## src/rtl/spi_bus_arbiter.sv

```systemverilog
// SPI master shared by two clients (0: LAN controller, 1: EPCS flash) with round-robin
// arbitration; one chip-select-framed burst per grant, mode 0, MSB first.
module spi_bus_arbiter #(
    parameter int CLK_DIV  = 4,
    parameter int CS_SETUP = 2,
    parameter int CS_HOLD  = 2
) (
    input  logic       clk,
    input  logic       reset_n,
    input  logic [1:0] req,
    input  logic [1:0] byte_valid,
    input  logic [1:0] byte_last,
    input  logic [7:0] tx_data0,
    input  logic [7:0] tx_data1,
    output logic [1:0] byte_ready,
    output logic [7:0] rx_data,
    output logic [1:0] rx_valid,
    output logic [1:0] grant,
    output logic [1:0] cs_n,
    output logic       sclk,
    output logic       mosi,
    input  logic       miso
);
    typedef enum logic [2:0] {IDLE, SETUP, WAIT_BYTE, SHIFT, HOLD} state_t;

    state_t      state_q, state_d;
    logic [15:0] cnt_q, cnt_d;
    logic [2:0]  bit_q, bit_d;
    logic [7:0]  tx_q, tx_d;
    logic [7:0]  rx_sh_q, rx_sh_d;
    logic [7:0]  rx_data_q, rx_data_d;
    logic [1:0]  rx_valid_q, rx_valid_d;
    logic [1:0]  grant_q, grant_d;
    logic [1:0]  cs_n_q, cs_n_d;
    logic        last_q, last_d;
    logic        owner_q, owner_d;
    logic        served_q, served_d;
    logic        sclk_q, sclk_d;
    logic        mosi_q, mosi_d;
    logic        pick;
    logic [7:0]  tx_sel;

    // On a tie the client not served last wins; served_q resets to 1 so client 0 goes first.
    assign pick   = (req == 2'b11) ? ~served_q : req[1];
    assign tx_sel = owner_q ? tx_data1 : tx_data0;

    assign byte_ready = (state_q == WAIT_BYTE) ? grant_q : 2'b00;
    assign rx_data    = rx_data_q;
    assign rx_valid   = rx_valid_q;
    assign grant      = grant_q;
    assign cs_n       = cs_n_q;
    assign sclk       = sclk_q;
    assign mosi       = mosi_q;

    always_ff @(posedge clk or negedge reset_n) begin
        if (!reset_n) begin
            state_q    <= IDLE;
            cnt_q      <= '0;
            bit_q      <= '0;
            tx_q       <= '0;
            rx_sh_q    <= '0;
            rx_data_q  <= '0;
            rx_valid_q <= '0;
            grant_q    <= '0;
            cs_n_q     <= 2'b11;
            last_q     <= 1'b0;
            owner_q    <= 1'b0;
            served_q   <= 1'b1;
            sclk_q     <= 1'b0;
            mosi_q     <= 1'b0;
        end else begin
            state_q    <= state_d;
            cnt_q      <= cnt_d;
            bit_q      <= bit_d;
            tx_q       <= tx_d;
            rx_sh_q    <= rx_sh_d;
            rx_data_q  <= rx_data_d;
            rx_valid_q <= rx_valid_d;
            grant_q    <= grant_d;
            cs_n_q     <= cs_n_d;
            last_q     <= last_d;
            owner_q    <= owner_d;
            served_q   <= served_d;
            sclk_q     <= sclk_d;
            mosi_q     <= mosi_d;
        end
    end

    always_comb begin
        state_d    = state_q;
        cnt_d      = cnt_q;
        bit_d      = bit_q;
        tx_d       = tx_q;
        rx_sh_d    = rx_sh_q;
        rx_data_d  = rx_data_q;
        rx_valid_d = 2'b00;
        grant_d    = grant_q;
        cs_n_d     = cs_n_q;
        last_d     = last_q;
        owner_d    = owner_q;
        served_d   = served_q;
        sclk_d     = sclk_q;
        mosi_d     = mosi_q;
        case (state_q)
            IDLE: begin
                if (req != 2'b00) begin
                    owner_d = pick;
                    grant_d = pick ? 2'b10 : 2'b01;
                    cs_n_d  = pick ? 2'b01 : 2'b10;
                    cnt_d   = '0;
                    state_d = SETUP;
                end
            end
            SETUP: begin
                if (cnt_q == 16'(CS_SETUP - 1)) state_d = WAIT_BYTE;
                else                            cnt_d   = cnt_q + 16'd1;
            end
            WAIT_BYTE: begin
                if (byte_valid[owner_q]) begin
                    tx_d    = tx_sel;
                    last_d  = byte_last[owner_q];
                    mosi_d  = tx_sel[7];
                    cnt_d   = '0;
                    bit_d   = '0;
                    state_d = SHIFT;
                end
            end
            SHIFT: begin
                // Each half bit lasts CLK_DIV cycles; rise samples miso, fall advances mosi.
                if (cnt_q == 16'(CLK_DIV - 1)) begin
                    cnt_d = '0;
                    if (!sclk_q) begin
                        sclk_d  = 1'b1;
                        rx_sh_d = {rx_sh_q[6:0], miso};
                    end else begin
                        sclk_d = 1'b0;
                        bit_d  = bit_q + 3'd1;
                        if (bit_q == 3'd7) begin
                            rx_data_d  = rx_sh_q;
                            rx_valid_d = grant_q;
                            state_d    = last_q ? HOLD : WAIT_BYTE;
                        end else begin
                            mosi_d = tx_q[6];
                            tx_d   = {tx_q[6:0], 1'b0};
                        end
                    end
                end else begin
                    cnt_d = cnt_q + 16'd1;
                end
            end
            HOLD: begin
                if (cnt_q == 16'(CS_HOLD - 1)) begin
                    cs_n_d   = 2'b11;
                    grant_d  = 2'b00;
                    served_d = owner_q;
                    state_d  = IDLE;
                end else begin
                    cnt_d = cnt_q + 16'd1;
                end
            end
            default: state_d = IDLE;
        endcase
    end
endmodule

```

## config.mk

```make
export PLATFORM = sky130hd
export DESIGN_NAME = spi_bus_arbiter
export DESIGN_NICKNAME = d
export VERILOG_FILES = /design/src/rtl/spi_bus_arbiter.sv
export SDC_FILE = /design/constraint.sdc
export NUM_CORES = 1
export LEC_CHECK = 0
export ABC_AREA = 1
export CAP_MARGIN = 20
export CELL_PAD_IN_SITES_DETAIL_PLACEMENT = 1
export CELL_PAD_IN_SITES_GLOBAL_PLACEMENT = 2
export CORE_MARGIN = 5
export CORE_UTILIZATION = 35
export CTS_CLUSTER_SIZE = 24
export DETAILED_ROUTE_END_ITERATION = 8
export PLACE_DENSITY_LB_ADDON = 0.08
export SKIP_CTS_REPAIR_TIMING = 1
export SLEW_MARGIN = 40
export SYNTH_ARGS = -nofsm -noshare
export SYNTH_HDL_FRONTEND = slang
export SYNTH_SLANG_ARGS = --single-unit
```

## constraint.sdc

```tcl
create_clock -name clk -period 3.4 [get_ports clk]
set_input_delay 0.68 -clock clk [delete_from_list [all_inputs] [get_ports clk]]
set_output_delay 0.68 -clock clk [all_outputs]
set_load 0.01 [all_outputs]
```

Word level (Yosys, flattened, before mapping)
Index checks and enable logic that the tools add are counted.
{"block": "op_classes", "n_addsub": 2, "mul": 0, "n_div": 0, "n_lt_le_gt_ge": 1, "n_eq_ne": 17, "shifts": 0, "mux": 48, "bitwise": 2, "n_reduce_logical": 17}
{"op": "16-bit 2-to-1 mux", "count": 4}
{"op": "16-bit one-hot mux with 4 select lines", "count": 1}
{"op": "3-bit 2-to-1 mux", "count": 11}
{"op": "7-bit 2-to-1 mux", "count": 4}
{"op": "2-bit 2-to-1 mux", "count": 11}
{"op": "16-bit by 1-bit adder with 16-bit output, second input constant", "count": 1}
{"op": "16-bit by 1-bit equality test with 1-bit output, second input constant", "count": 1}
{"op": "16-bit by 2-bit equality test with 1-bit output, second input constant", "count": 1}
{"op": "2-bit != test, second input constant", "count": 8}
{"op": "3-bit one-hot mux with 5 select lines", "count": 1}
{"op": "7-bit one-hot mux with 2 select lines", "count": 1}
{"op": "4-bit AND reduction", "count": 3}
{"op": "1-bit 2-to-1 mux", "count": 10}
{"op": "8-bit 2-to-1 mux", "count": 1}
{"op": "2-bit one-hot mux with 2 select lines", "count": 2}
{"op": "2-bit AND reduction", "count": 4}
{"op": "7-bit AND reduction", "count": 1}
{"op": "3-bit by 2-bit equality test with 1-bit output, second input constant", "count": 2}
{"op": "3-bit equality test, second input constant", "count": 2}
{"op": "3-bit one-hot mux with 2 select lines", "count": 1}
{"op": "3-bit AND reduction", "count": 2}
{"op": "2-bit nonzero test", "count": 3}
{"op": "5-bit AND reduction", "count": 1}
{"op": "4-bit nonzero test", "count": 1}
{"op": "9 further kinds", "count": 10}
{"block": "word_totals", "register_bits": 56, "latchBits": 0, "ramBits": 0, "rom_bits": 0, "inputBits": 25, "output_inout_bits": 18, "elab_cells": 101, "n_memories": 0}

Depth between registers and ports, before layout
Gate-level depths: netlist of run 1.
{"block": "logic_depth", "ltp_word": 5, "mapped_depth": 9, "depth_no_buf": 9}

Worst setup path after synthesis of run 1
No wires, ideal clock.
{"block": "synth_path", "kind": "reg-to-output", "from": "reg state_q[2]", "to": "out byte_ready[0]", "t_arrival_ns": 0.966, "setup_slack_ns": 1.754, "stages_incl_launch_ff": 6, "cell_sequence": "dfrtp_1 -> inv_1 -> nand2_2 -> nor2_2 -> inv_1 -> nor2_1"}
{"block": "synth_between", "elab_chain_len": 2}
{"element": "start: declaration", "line": "26", "rtl": "state_t state_q, state_d;"}
{"element": "start signal: assignment", "line": "72", "rtl": "state_q <= state_d;"}
{"element": "3-bit by 2-bit equality test with 1-bit output", "line": "47", "rtl": "assign byte_ready = (state_q == WAIT_BYTE) ? grant_q : 2'b00;"}
{"element": "2-bit 2-to-1 mux", "line": "47"}
{"element": "end: declaration", "line": "15", "rtl": "output logic [1:0] byte_ready,"}
Every way passes these cells.

Worst setup path in the final report of run 1
Same ends and word-level chain as after synthesis.

==> results of run 1 <==
## path summary, 6_finish.rpt
path / to / depth (start not counted) / slack, ns
worst min register to register: rx_data[6] / 2 / 0.49
worst max register to register: rx_data[1] / 7 / 1.26
min in group clk: rx_data[6] / 2 / 0.49
worst max-delay path: byte_ready[0] / 6 / 0.74
max in group asynchronous: cs_n[0] / 2 / 2.47
worst min-delay path: cnt_q[9] / 1 / 0.32
## cell usage after synthesis
| master | n |
|---|---|
| a21oi_2 | 1 |
| nor2_1 | 38 |
| a31o_2 | 7 |
| buf_2 | 3 |
| nand3b_4 | 1 |
| o21ai_2 | 23 |
| inv_1 | 37 |
| o211ai_1 | 10 |
| and2_1 | 1 |
| a21o_1 | 2 |
| mux2i_1 | 1 |
| o21a_1 | 2 |
| nand3_1 | 18 |
| clkbuf_1 | 2 |
| a21oi_1 | 1 |
| dfstp_2 | 3 |
| nor2_2 | 2 |
| xor2_1 | 4 |
| nor3_1 | 2 |
| nand4_2 | 1 |
| nand2_2 | 10 |
| nor2_4 | 4 |
| buf_4 | 1 |
| nand3_4 | 1 |
| nand2_1 | 143 |
| nand4_1 | 8 |
| dfrtp_1 | 53 |
| ha_1 | 4 |
| o21bai_1 | 1 |
| buf_6 | 4 |
| o21ai_0 | 14 |
## per-stage QoR
step                      std cells  util [%]  setup WS, ns  area [µm²]  hold slack, ns
after floorplan                 402         -          1.75        3180           0.384
after global placement          545      41.8          1.17        3680           0.464
after detailed placement        545      41.8          1.09        3680           0.467
after CTS                       553      42.9         0.719        3780           0.351
after global routing            553      42.9         0.622        3780           0.372
final                           553      42.9         0.740        3780           0.324
## layer usage
metal	wire length [µm]	track usage, %
met3	176	2.14
met5	0	0
met1	3740	19.5
met4	83	3.66
met2	3870	26.0
## power breakdown
| group | internal, mW | switching [mW] | total [mW] |
|---|---|---|---|
| Clock | 0.152 | 0.251 | 0.403 |
| Combinational | 0.392 | 0.673 | 1.06 |
| Sequential | 0.810 | 0.128 | 0.937 |
| Total | 1.35 | 1.05 | 2.41 |
## cell type report
| class | instances | area [µm²] |
|---|---|---|
| flip-flops and latches | 56 | 1410 |
| clock buffers | 5 | 68.8 |
| fillers | 1105 | 5030 |
| repair buffers | 45 | 440 |
| clock inverters | 3 | 27.5 |
| inverters | 37 | 139 |
| well taps | 108 | 135 |
| multi-input cells | 299 | 1560 |
## state kept, by name (all words and copies together), names as in the netlist
name / cells
bit_q: 3
cnt_q: 16
cs_n: 2
grant: 2
last_q: 1
mosi: 1
owner_q: 1
rx_data: 8
rx_sh_q: 8
rx_valid: 2
sclk: 1
served_q: 1
state_q: 3
tx_q: 7
## cells by family (layout without fill, tap and decap cells)
logic type / Yosys count / in the layout / share of synthesized area [%]
and+or+nand+nor: 229 / 229 / 31.6
AOI/OAI and AO/OA: 61 / 61 / 14.4
DFF: 56 / 56 / 44.2
buffers and inverters: 47 / 90 / 6.73
adders and majority gates: 4 / 4 / 1.57
xor gates and xnor gates: 4 / 4 / 1.10
muxes: 1 / 1 / 0.315
## critical path, stage by stage, from the launching register on
cell and delay (ns):
dfrtp_1 0.47, inv_1 0.16, nand2_2 0.10, nor2_2 0.17, inv_1 0.08, nor2_1 0.11, clkdlybuf4s50_1 0.57
==> run metrics, run 1 <==
status=completed; total routed wirelength=7870 µm; CP Data Required Time=2.72 ns; GPL Wtd Cong=0.721; die span in x=105 µm; clk_skew=0.0120 ns; Power Density=637 mW/mm²; Initial Utilization=36.1%; Port Buf Inserts=42; post-layout min period=2.66 ns; antenna violations before repair=0; I/O pins=43; Startpoint Class=flop; DR pass1 iterations=4; CTS buffer count=5; Syn Nets=431; Synth top area share=41.7%; crit path kind=reg -> out; Rel. slew slack=60.3%; Cell Area, Synth=0.00318 mm²; initial drt markers=87; H-tree depth=2; layout cell share with drive strength beyond 1=14.6%; Fin. Hold Viols=0; first-pass GRT wire length=13800 µm; post-route DRC violation count=0; nature of the critical path endpoint=output port; Syn Area/Cell=7.91 µm²; Syn Inst Count=402; Detailed Place HPWL=5940 µm; Synth warnings=0; WP data arrival=1.98 ns; RSZ-0062 raised after global routing=false; Pleak=1.82 nW; DR vias/cell=4.93; vias in the first global route=2916; Post-layout nets=473; FP Rows=34; Seq/Total Area, Yosys=44.2%; GR Overflow Total=0; Routed Antenna Nets=0; largest cells by area after synthesis=dfrtp_1 42%, nand2_1 17%, o21ai_2 6.3%, nor2_1 4.5%, inv_1 4.4%; crit path from=state_q[2]; max-cap violation count=0; TritonCTS Sinks=56; total power=2.41 mW; GRT Overall Usage=14.9%; Final Max Slew Viols=0; Cell variety after synth=31; register bit total from synthesis=56; VDD IR max=0.318 mV; Clock Path Buffers=2; DR vias=2725; Tcrit/Tclk final=78.2%; FMAX=376 MHz; Clock Latency Late Sink=0.32 ns; Crit Path Max Fanout=5; Synth area leader=dfrtp_1; Die Ht=105 µm; Setup Viol. Count Final=0; area grow syn2layout=18.8%; CTS tree=done; most common cell after layout, fill and taps aside=nand2_1; most frequent cells in the layout=143 x nand2_1, 53 x dfrtp_1, 41 x clkdlybuf4s50_1, 38 x nor2_1, 37 x inv_1; Worst-Margin Slew=0.595 ns; Die Area=0.0111 mm²; CTS Root Cell=clkbuf_8; ANT cells=0; CTS clk-pin slew, worst paths=0.12 ns; largest net degree at the start of global routing=41; core area=0.00881 mm²; Critical R2R Launch=state_q[2]; wire length per cell=14.2 µm; setup TNS=0 ns; Hold Crit Class=in -> async
No activity file was read; power rests on OpenSTA's default activity.
==> run 2, diff against run 1 <==
Settings changed: CORE_UTILIZATION 35 to 32.
Clock period 3.4 ns to 2.63 ns, I/O delays scaled along.
==> run 2 against run 1 <==
Effect of this change:
- routed wire length increased by 1.4%
- combinational power increased by 29%
- worst hold slack worse by 0.12 ns
- highest routed layer unchanged
==> run metrics, run 2 (synthesized netlist as in run 1, its figures left out) <==
Tcrit/Tclk final=92.4%; layout cell share with drive strength beyond 1=14.4% (-0.19 points); Setup Viol. Count Final=0 (unchanged); Crit path buffers/inverters=3 (unchanged); Hold Crit Class=in -> async; RSZ-0062 raised after global routing=false; GPL Wtd Cong=0.793 (+10%); ANT cells=0 (unchanged); total routed wirelength=7980 µm (+1.4%); reg-to-reg critical path endpoint=tx_q[2]; Fin. Hold Viols=0 (unchanged); Worst Setup EP=byte_ready[0]; FP Rows=36 (+5.9%); Detailed Place HPWL=5790 µm (-2.5%); cell family with the largest share of critical-path delay=buffers and inverters; CTS Root Cell=clkbuf_8; crit path kind=reg -> out; Worst-Margin Slew=0.604 ns (+0.00991 ns); Util after Layout=39.1% (-3.7 points); initial drt markers=62 (-29%); setup TNS=0 ns (unchanged); TritonCTS Sinks=56 (unchanged); core area=0.00973 mm² (+10%); post-layout min period=2.43 ns; Clock Path Buffers=2 (unchanged); DR vias/cell=4.77 (-3.2%); Post-layout nets=472 (-0.21%); area grow syn2layout=19.8%; Biggest register=cnt_q; r2r setup slk=0.69 ns (-0.57 ns); post-route DRC violation count=0 (unchanged); worst r2r path cells=7 (unchanged); H-tree depth=2 (unchanged); CTS buffer count=5 (unchanged); Pleak=1.83 nW (about the same); CTS tree=done; GR Overflow Total=0 (unchanged); CP Data Required Time=2.10 ns (-0.62 ns); die span in x=110 µm (+4.1%); Port Buf Inserts=42 (unchanged); Initial Utilization=32.7% (-3.4 points); Critical-path top delay cell=clkdlybuf4s50_1; GRT Overall Usage=14.6% (-0.34 points); final hold slack=0.201 ns (-0.123 ns); Power Density=812 mW/mm² (+28%); vias in the first global route=3018 (+3.5%); first-pass GRT wire length=14100 µm (+2.3%); Crit Path Max Fanout=5 (unchanged); largest net degree at the start of global routing=57 (+39%); VDD IR max=0.367 mV (+15%); FMAX=411 MHz; DR vias=2753 (+1.0%); Critical R2R Launch=state_q[1]; design area=0.00381 mm² (+0.86%); max-cap violation count=0 (unchanged); Largest register FFs=16 (unchanged); Clock Latency Late Sink=0.32 ns (about the same); DP Area=0.00371 mm² (+0.92%); critical path's most frequent cell=inv_1; WP data arrival=1.91 ns (-0.07 ns); antenna violations before repair=0 (unchanged); I/O pins=43 (unchanged); Routed Antenna Nets=0 (unchanged); DR pass1 iterations=4 (unchanged); clk_skew=0.0151 ns (+0.00306 ns); most frequent cells in the layout=143 x nand2_1, 53 x dfrtp_1, 41 x clkdlybuf4s50_1, 38 x nor2_1, 37 x inv_1; Die Area=0.0120 mm² (+8.5%); Final Max Slew Viols=0 (unchanged); status=completed; CP cell instances=inv_1, nand2_2, nor2_2, inv_1, nor2_1, clkdlybuf4s50_1; nature of the critical path endpoint=output port; wire length per cell=13.8 µm (-2.8%); CP peak stage delay=0.54 ns (-0.03 ns); crit path from=state_q[2]; CP Depth=6 (unchanged); CTS clk-pin slew, worst paths=0.12 ns (about the same); most common cell after layout, fill and taps aside=nand2_1; Rel. slew slack=59.6% (-0.66 points); Die Ht=110 µm (+4.1%); Startpoint Class=flop
run 2: changes by cell type in the layout (fill, tap and decap cells not counted), sizes merged:
cell | previous run | this run
clkinvlp | 1 | 0
inv | 38 | 39
buf | 4 | 3
run 2: stage by stage:
step / std cells / setup slack (ns) / power (mW)
2_1_floorplan: 402 / 1.09 / 2.22
3_3_place_gp: 569 / 0.568 / 2.60
3_5_place_dp: 569 / 0.525 / 2.63
4_1_cts: 577 / 0.163 / 3.17
5_1_grt: 577 / 0.0123 / 3.40
6_report: 577 / 0.199 / 3.09
run 2: metal layers:
metal	global-route usage (%)	wire (µm)	vias up
met5	0	0	-
met1	18.9	3700	1341
met4	3.65	78	0
li1	-	-	1376
met2	25.1	3980	29
met3	2.88	221	7
run 2: worst min path at each step:
stage	startpoint	to	slack, ns	cells after the start
floorplan	reset_n	bit_q[0]	0.23	0
global placement	bit_q[1]	bit_q[1]	0.46	2
detailed placement	rx_sh_q[4]	rx_sh_q[4]	0.47	2
CTS	reset_n	cnt_q[5]	0.21	2
global route	reset_n	state_q[0]	0.22	2
finish	reset_n	cnt_q[5]	0.20	2
run 2: area by class of cell:
class                   count  area, µm²
fillers                  1222       5920
well taps                 133        166
repair buffers             44        443
flip-flops and latches     56       1410
multi-input cells         299       1560
clock buffers               5       68.8
inverters                  37        139
clock inverters             3       26.3
run 2: power by group:
group	switching (mW)	internal (mW)	total, mW
Combinational	0.864	0.506	1.37
Sequential	0.163	1.05	1.21
Clock	0.316	0.197	0.514
